===== config.mk =====
export PLATFORM = sky130hd
export DESIGN_NAME = ifft_reorder_buffer
export DESIGN_NICKNAME = d
export VERILOG_FILES = /design/src/rtl/ifft_reorder_buffer.sv
export SDC_FILE = /design/constraint.sdc
export NUM_CORES = 2
export LEC_CHECK = 0
export ABC_CLOCK_PERIOD_IN_PS = 3000
export CORE_ASPECT_RATIO = 2
export CORE_UTILIZATION = 30
export DETAILED_ROUTE_END_ITERATION = 6
export PLACE_DENSITY = 0.46
export SETUP_SLACK_MARGIN = 0.15
export SLEW_MARGIN = 20
export SYNTH_ARGS = -nofsm -noshare
export SYNTH_HDL_FRONTEND = slang
export SYNTH_SLANG_ARGS = --single-unit

===== constraint.sdc =====
create_clock -name clk -period 3 [get_ports clk]
set_clock_uncertainty 0.2 [all_clocks]
set_input_delay 0.6 -clock clk [delete_from_list [all_inputs] [get_ports clk]]
set_output_delay 0.6 -clock clk [all_outputs]
set_load 0.02 [all_outputs]

===== src/rtl/ifft_reorder_buffer.sv =====
// Ping-pong frame buffer: natural-order bins in, bit-reversed gapless bursts out.
// Optional CONJ_OUT_EN build negates (with saturation) the imaginary output.
module ifft_reorder_buffer #(
  parameter int N_LOG2 = 5,
  parameter int W      = 16
) (
  input  logic                clk,
  input  logic                reset,
  input  logic signed [W-1:0] in_r,
  input  logic signed [W-1:0] in_i,
  input  logic                in_valid,
  output logic signed [W-1:0] out_r,
  output logic signed [W-1:0] out_i,
  output logic                out_valid,
  output logic                out_sof,
  output logic [N_LOG2-1:0]   out_idx
);

  localparam int N = 1 << N_LOG2;
  localparam logic [N_LOG2-1:0] LAST = {N_LOG2{1'b1}};

  typedef enum logic {S_IDLE, S_READ} state_t;

  function automatic logic [N_LOG2-1:0] bitrev(input logic [N_LOG2-1:0] a);
    logic [N_LOG2-1:0] r;
    for (int b = 0; b < N_LOG2; b++) r[b] = a[N_LOG2-1-b];
    return r;
  endfunction

  logic [2*W-1:0]    mem_q [2][N];

  state_t            state_q, state_d;
  logic [N_LOG2-1:0] wr_addr_q, wr_addr_d;
  logic              wr_bank_q, wr_bank_d;
  logic [N_LOG2-1:0] rd_addr_q, rd_addr_d;
  logic              rd_bank_q, rd_bank_d;
  logic [1:0]        full_q, full_d;
  logic              issue;

  logic [2*W-1:0]    rd_data_q;
  logic              rd_valid_q, rd_sof_q;
  logic [N_LOG2-1:0] rd_idx_q;

  logic signed [W-1:0] rd_im, out_i_d;
  logic signed [W-1:0] out_r_q, out_i_q;
  logic                out_valid_q, out_sof_q;
  logic [N_LOG2-1:0]   out_idx_q;

  always_comb begin
    state_d   = state_q;
    wr_addr_d = wr_addr_q;
    wr_bank_d = wr_bank_q;
    rd_addr_d = rd_addr_q;
    rd_bank_d = rd_bank_q;
    full_d    = full_q;
    issue     = 1'b0;

    // IDLE issues address 0 on the same edge it leaves, so the first read
    // lands one edge after the full flag becomes visible.
    case (state_q)
      S_IDLE: begin
        if (full_q[rd_bank_q]) begin
          issue     = 1'b1;
          rd_addr_d = rd_addr_q + 1'b1;
          state_d   = S_READ;
        end
      end
      S_READ: begin
        issue     = 1'b1;
        rd_addr_d = rd_addr_q + 1'b1;
        if (rd_addr_q == LAST) begin
          full_d[rd_bank_q] = 1'b0;
          rd_bank_d         = ~rd_bank_q;
          state_d           = full_q[rd_bank_q ^ 1'b1] ? S_READ : S_IDLE;
        end
      end
      default: state_d = S_IDLE;
    endcase

    // Write-side set is applied after the read-side clear.
    if (in_valid) begin
      wr_addr_d = wr_addr_q + 1'b1;
      if (wr_addr_q == LAST) begin
        full_d[wr_bank_q] = 1'b1;
        wr_bank_d         = ~wr_bank_q;
      end
    end
  end

  always_ff @(posedge clk) begin
    if (in_valid) mem_q[wr_bank_q][wr_addr_q] <= {in_r, in_i};
  end

  assign rd_im = rd_data_q[W-1:0];

`ifdef CONJ_OUT_EN
  localparam logic signed [W-1:0] MOST_NEG = {1'b1, {(W-1){1'b0}}};
  localparam logic signed [W-1:0] MOST_POS = {1'b0, {(W-1){1'b1}}};
  assign out_i_d = (rd_im == MOST_NEG) ? MOST_POS : -rd_im;
`else
  assign out_i_d = rd_im;
`endif

  always_ff @(posedge clk or posedge reset) begin
    if (reset) begin
      state_q     <= S_IDLE;
      wr_addr_q   <= '0;
      wr_bank_q   <= 1'b0;
      rd_addr_q   <= '0;
      rd_bank_q   <= 1'b0;
      full_q      <= 2'b00;
      rd_data_q   <= '0;
      rd_valid_q  <= 1'b0;
      rd_sof_q    <= 1'b0;
      rd_idx_q    <= '0;
      out_r_q     <= '0;
      out_i_q     <= '0;
      out_valid_q <= 1'b0;
      out_sof_q   <= 1'b0;
      out_idx_q   <= '0;
    end else begin
      state_q     <= state_d;
      wr_addr_q   <= wr_addr_d;
      wr_bank_q   <= wr_bank_d;
      rd_addr_q   <= rd_addr_d;
      rd_bank_q   <= rd_bank_d;
      full_q      <= full_d;
      rd_valid_q  <= issue;
      rd_sof_q    <= issue && (rd_addr_q == '0);
      if (issue) begin
        rd_data_q <= mem_q[rd_bank_q][bitrev(rd_addr_q)];
        rd_idx_q  <= bitrev(rd_addr_q);
      end
      out_valid_q <= rd_valid_q;
      out_sof_q   <= rd_sof_q;
      if (rd_valid_q) begin
        out_r_q   <= rd_data_q[2*W-1:W];
        out_i_q   <= out_i_d;
        out_idx_q <= rd_idx_q;
      end
    end
  end

  assign out_r     = out_r_q;
  assign out_i     = out_i_q;
  assign out_valid = out_valid_q;
  assign out_sof   = out_sof_q;
  assign out_idx   = out_idx_q;

endmodule

==> summary.md <==
| Metric | Value |
|---|---|
| Dominant cells by area after synthesis | edfxtp_1 75%, mux4_2 15%, dfrtp_1 2.8% |
| Crit Path Max Fanout | 5 |
| Vias post-DR | 38,600 |
| Min Tclk post-route | 2.87 ns |
| Vias per inst | approximately 5 |
| Syn Area/Cell | between 20 and 25 um2 |
| 1st-pass router iterations | 5 |
| PD cells | just under 700 nW/um2 |
| Crit Path Class | flip-flop to flip-flop |
| RSZ-0062 raised after global routing | yes |
| Worst slew pin tran | 1.02 ns |
| Hold WS | 0.0543 ns |
| Leak | ~31 nW |
| Layout Area Growth over Synthesis | 20.9% |
| Number of remaining DRC errors | 0 |
| CTS clk-pin slew, worst paths | ~0.07 ns |
| DR iter-0 viols | 3,128 |
| Ys async rst share | 4.34% |
| Setup slack after layout | 0.128 ns |
| Synth Flop Type | edfxtp_1 |
| Post-synth net total | 3,584 |
| Largest family of logic cells by synthesized area | multiplexers |
| Vias in the first global route | 41,900 |
| Post-synth top area cell | edfxtp_1 |
| Worst Path Arrival | approximately 3.4 ns |
| First-pass GRT wire length | 335,000 um |
| Post-Synth XOR/XNOR Area | less than 1% |
| # fillers | roughly 25,000 |
| Initial antenna violation count | 16 |
| Tot GR Track Use | 17.5% |
| Hold WC Path Type | primary input to flip-flop |
| #FFs+latches synth | 2,141 |
| Clock tree root driver cell | clkbuf_16 |
| TritonCTS Buffers | around 190 |
| Largest net degree at the start of global routing | 65 |
| Adder-cell area share of the yosys netlist | 0.123% |
| Unique masters post-synth | 49 |
| Overflow after GRT | 0 |
| VDD IR-drop max | between 0.4 and 0.5 mV |
| HPWL Detailed | 150,000 um |
| Final cycle utilization of the critical path | between 90% and 100% |
| Rows | 270 |
| RD Place Congestion | around 0.77 |
| CP Launch Type | flip-flop |
| Setup crit end kind | flip-flop |
| Die width | 371 um |
| Slew Viols, Final | 0 |
| Boundary pin count | 74 |
| Cell area after synthesis | a little over 80,000 um2 |
| Antenna viol nets, final | 0 |
| Full die area | 275,000 um2 |
| Post-synth EDFFs | 2,048 |
| Share of post-route cells with drive strength above 1 | 34.9% |
| Pre-CTS setup slack | -0.211 ns |
| Post-synthesis cell count | 3,541 |
| Insertion delay to the later sink of the worst-skew pair | 0.83 ns |
| Post-Synth Simple-Gate Area | under 10% |
| Routed wire per std cell | between 30 and 40 um |
| Fin nets | around 4,000 |
| Sink Count | 2,141 |
| # H-tree levels | 4 |
| Total negative setup slack | 0 ns |
| Required time worst endpoint | 3.50 ns |
| Final setup violation count | 0 |
| Fmax | 348 MHz |
| Rel. slew slack | 31.9% |
| Initial core utilization | 30.2% |
| Commonest cells after routing, fill and taps aside | 2,048 x edfxtp_1, 534 x mux4_2, 204 x buf_4, 191 x clkbuf_16, 182 x buf_12 |
| Final Hold Viols | 0 |
| YS warnings | 0 |
| Synth top area share | 75.3% |
| Commonest non-fill, non-tap cell in the layout | edfxtp_1 |
| # port buffers | 73 |
| Die height | approximately 740 um |
| Max-Cap Viols | 0 |
| Post-synthesis mux area share | 17.0% |
| Core area | 271,000 um2 |
| TritonCTS clock tree | done |
| Seq/Total Area, Yosys | 78.1% |
| Post-synthesis compound-gate area fraction | 2.03% |
| Status | finished, final reports clean |
| Clk buf depth | 4 |
| Final wirelength | 240,000 um |
==> registers in the layout, summed over array words and instances, names as in the netlist <==
name and count:
rd_valid_q 1, out_valid 1, out_i 16, rd_sof_q 1, mem_q 2048, state_q 1, rd_addr_q 5, wr_bank_q 1
full_q 2, wr_addr_q 5, rd_idx_q 5, out_idx 5, out_r 16, rd_data_q 32, out_sof 1, rd_bank_q 1
==> critical path, stage by stage (launching register included) <==
cell,delay [ns]
dfrtp_4,0.52
buf_12,0.17
buf_8,0.15
buf_16,0.14
buf_12,0.12
mux4_2,0.43
mux4_2,0.50
o2111ai_2,0.23
buf_6,0.17
nand3_2,0.07
==> cell usage after synthesis, types with 2 or more instances <==
master and n:
clkbuf_1 71, mux2_2 58, and2_1 15, o211ai_1 11, o22ai_1 35, buf_6 15, dfrtp_1 93, o2111ai_1 8
nor3_1 5, and3_1 2, or3_1 2, buf_1 12, nand3b_1 7, edfxtp_1 2048, inv_1 7, a31oi_1 7
mux2i_1 122, a22o_1 14, buf_4 35, o21ai_0 30, a211oi_1 14, or3b_2 2, a21oi_1 11, nand2_1 59
nand3_1 30, o221ai_1 10, xnor2_1 6, buf_2 60, nor4_1 7, o21ai_1 10, a32oi_1 2, ha_1 8
a221oi_1 6, nor2b_1 6, a22oi_1 46, a21o_1 6, nor2_1 90, nand2b_1 10, mux4_2 534, a221o_1 6
a211o_1 13
==> layout make-up <==
| type | instances | area (um2) | share of cell area [%] |
|---|---|---|---|
| Antenna cell | 6 | 15.0 | 0.0152 |
| Clock buffer | 229 | 4930 | 4.99 |
| Clock inverter | 91 | 1040 | 1.05 |
| Inverter | 7 | 30.0 | 0.0304 |
| Multi-Input combinational cell | 1200 | 17700 | 17.9 |
| Sequential cell | 2141 | 63800 | 64.6 |
| Tap cell | 3536 | 4420 | 4.48 |
| Timing Repair Buffer | 517 | 6850 | 6.93 |
==> final timing paths <==
kind                                       start                  endpoint  slack (ns)  cells past startpoint
hold / removal                           in_r[4]  mem_q[0][1012]$_DFFE_PP_        0.05                      1
max in group asynchronous                  reset      out_i[6]$_DFFE_PP0P_        1.40                      4
setup reg to reg           rd_bank_q$_DFFE_PP0P_  rd_data_q[7]$_DFFE_PP0P_        0.13                      9
setup / recovery           rd_bank_q$_DFFE_PP0P_  rd_data_q[7]$_DFFE_PP0P_        0.13                      9
min in group asynchronous                  reset      rd_valid_q$_DFF_PP0_        0.49                      3
hold reg to reg               rd_sof_q$_DFF_PP0_         out_sof$_DFF_PP0_        0.15                      0
==> report_power, final <==
group          switching (mW)  leakage (nW)  internal [mW]
Clock                    10.9          2.92           13.5
Combinational            4.78          8.81           2.86
Sequential              0.979          19.6           34.3
==> through the flow <==
stage	instance area, um2	total power [mW]	cells	utilization, %
finish	98800	67.4	7727	36.5
global route	98800	69.5	7722	36.5
CTS	98200	68.1	7700	36.3
detailed placement	91300	43.6	7333	33.7
global placement	91300	43.5	7333	33.7
floorplan	81700	38.7	3541	-
==> per-layer routing <==
metal	global-route usage, %	wire length (um)	share of wire, %	vias to the layer above
li1	-	-	-	16100
met4	4.23	5570	2.3	2
met2	34.5	139000	58	816
met3	1.49	7430	3.1	255
met5	0	13	0.0054	-
met1	19.8	88200	37	21500
==> timing repair <==
action	CTS	global route
pin swaps	3	21
cloned	9	5
buffers inserted	36	16
hold endpoints to repair	30	0
gates resized for setup	59	82
endpoints found under the setup margin	25	31
hold buffers	2	0
==> cells by family after synthesis <==
logic type                 after synthesis
DFF                                   2141
muxes                                  714
and+or+nand+nor                        238
AOI/OAI and AO/OA                      233
buffers and inverters                  200
adders and majority gates                8
xor gates and xnor gates                 7
Note: power is estimated with default switching activity, not from simulation.
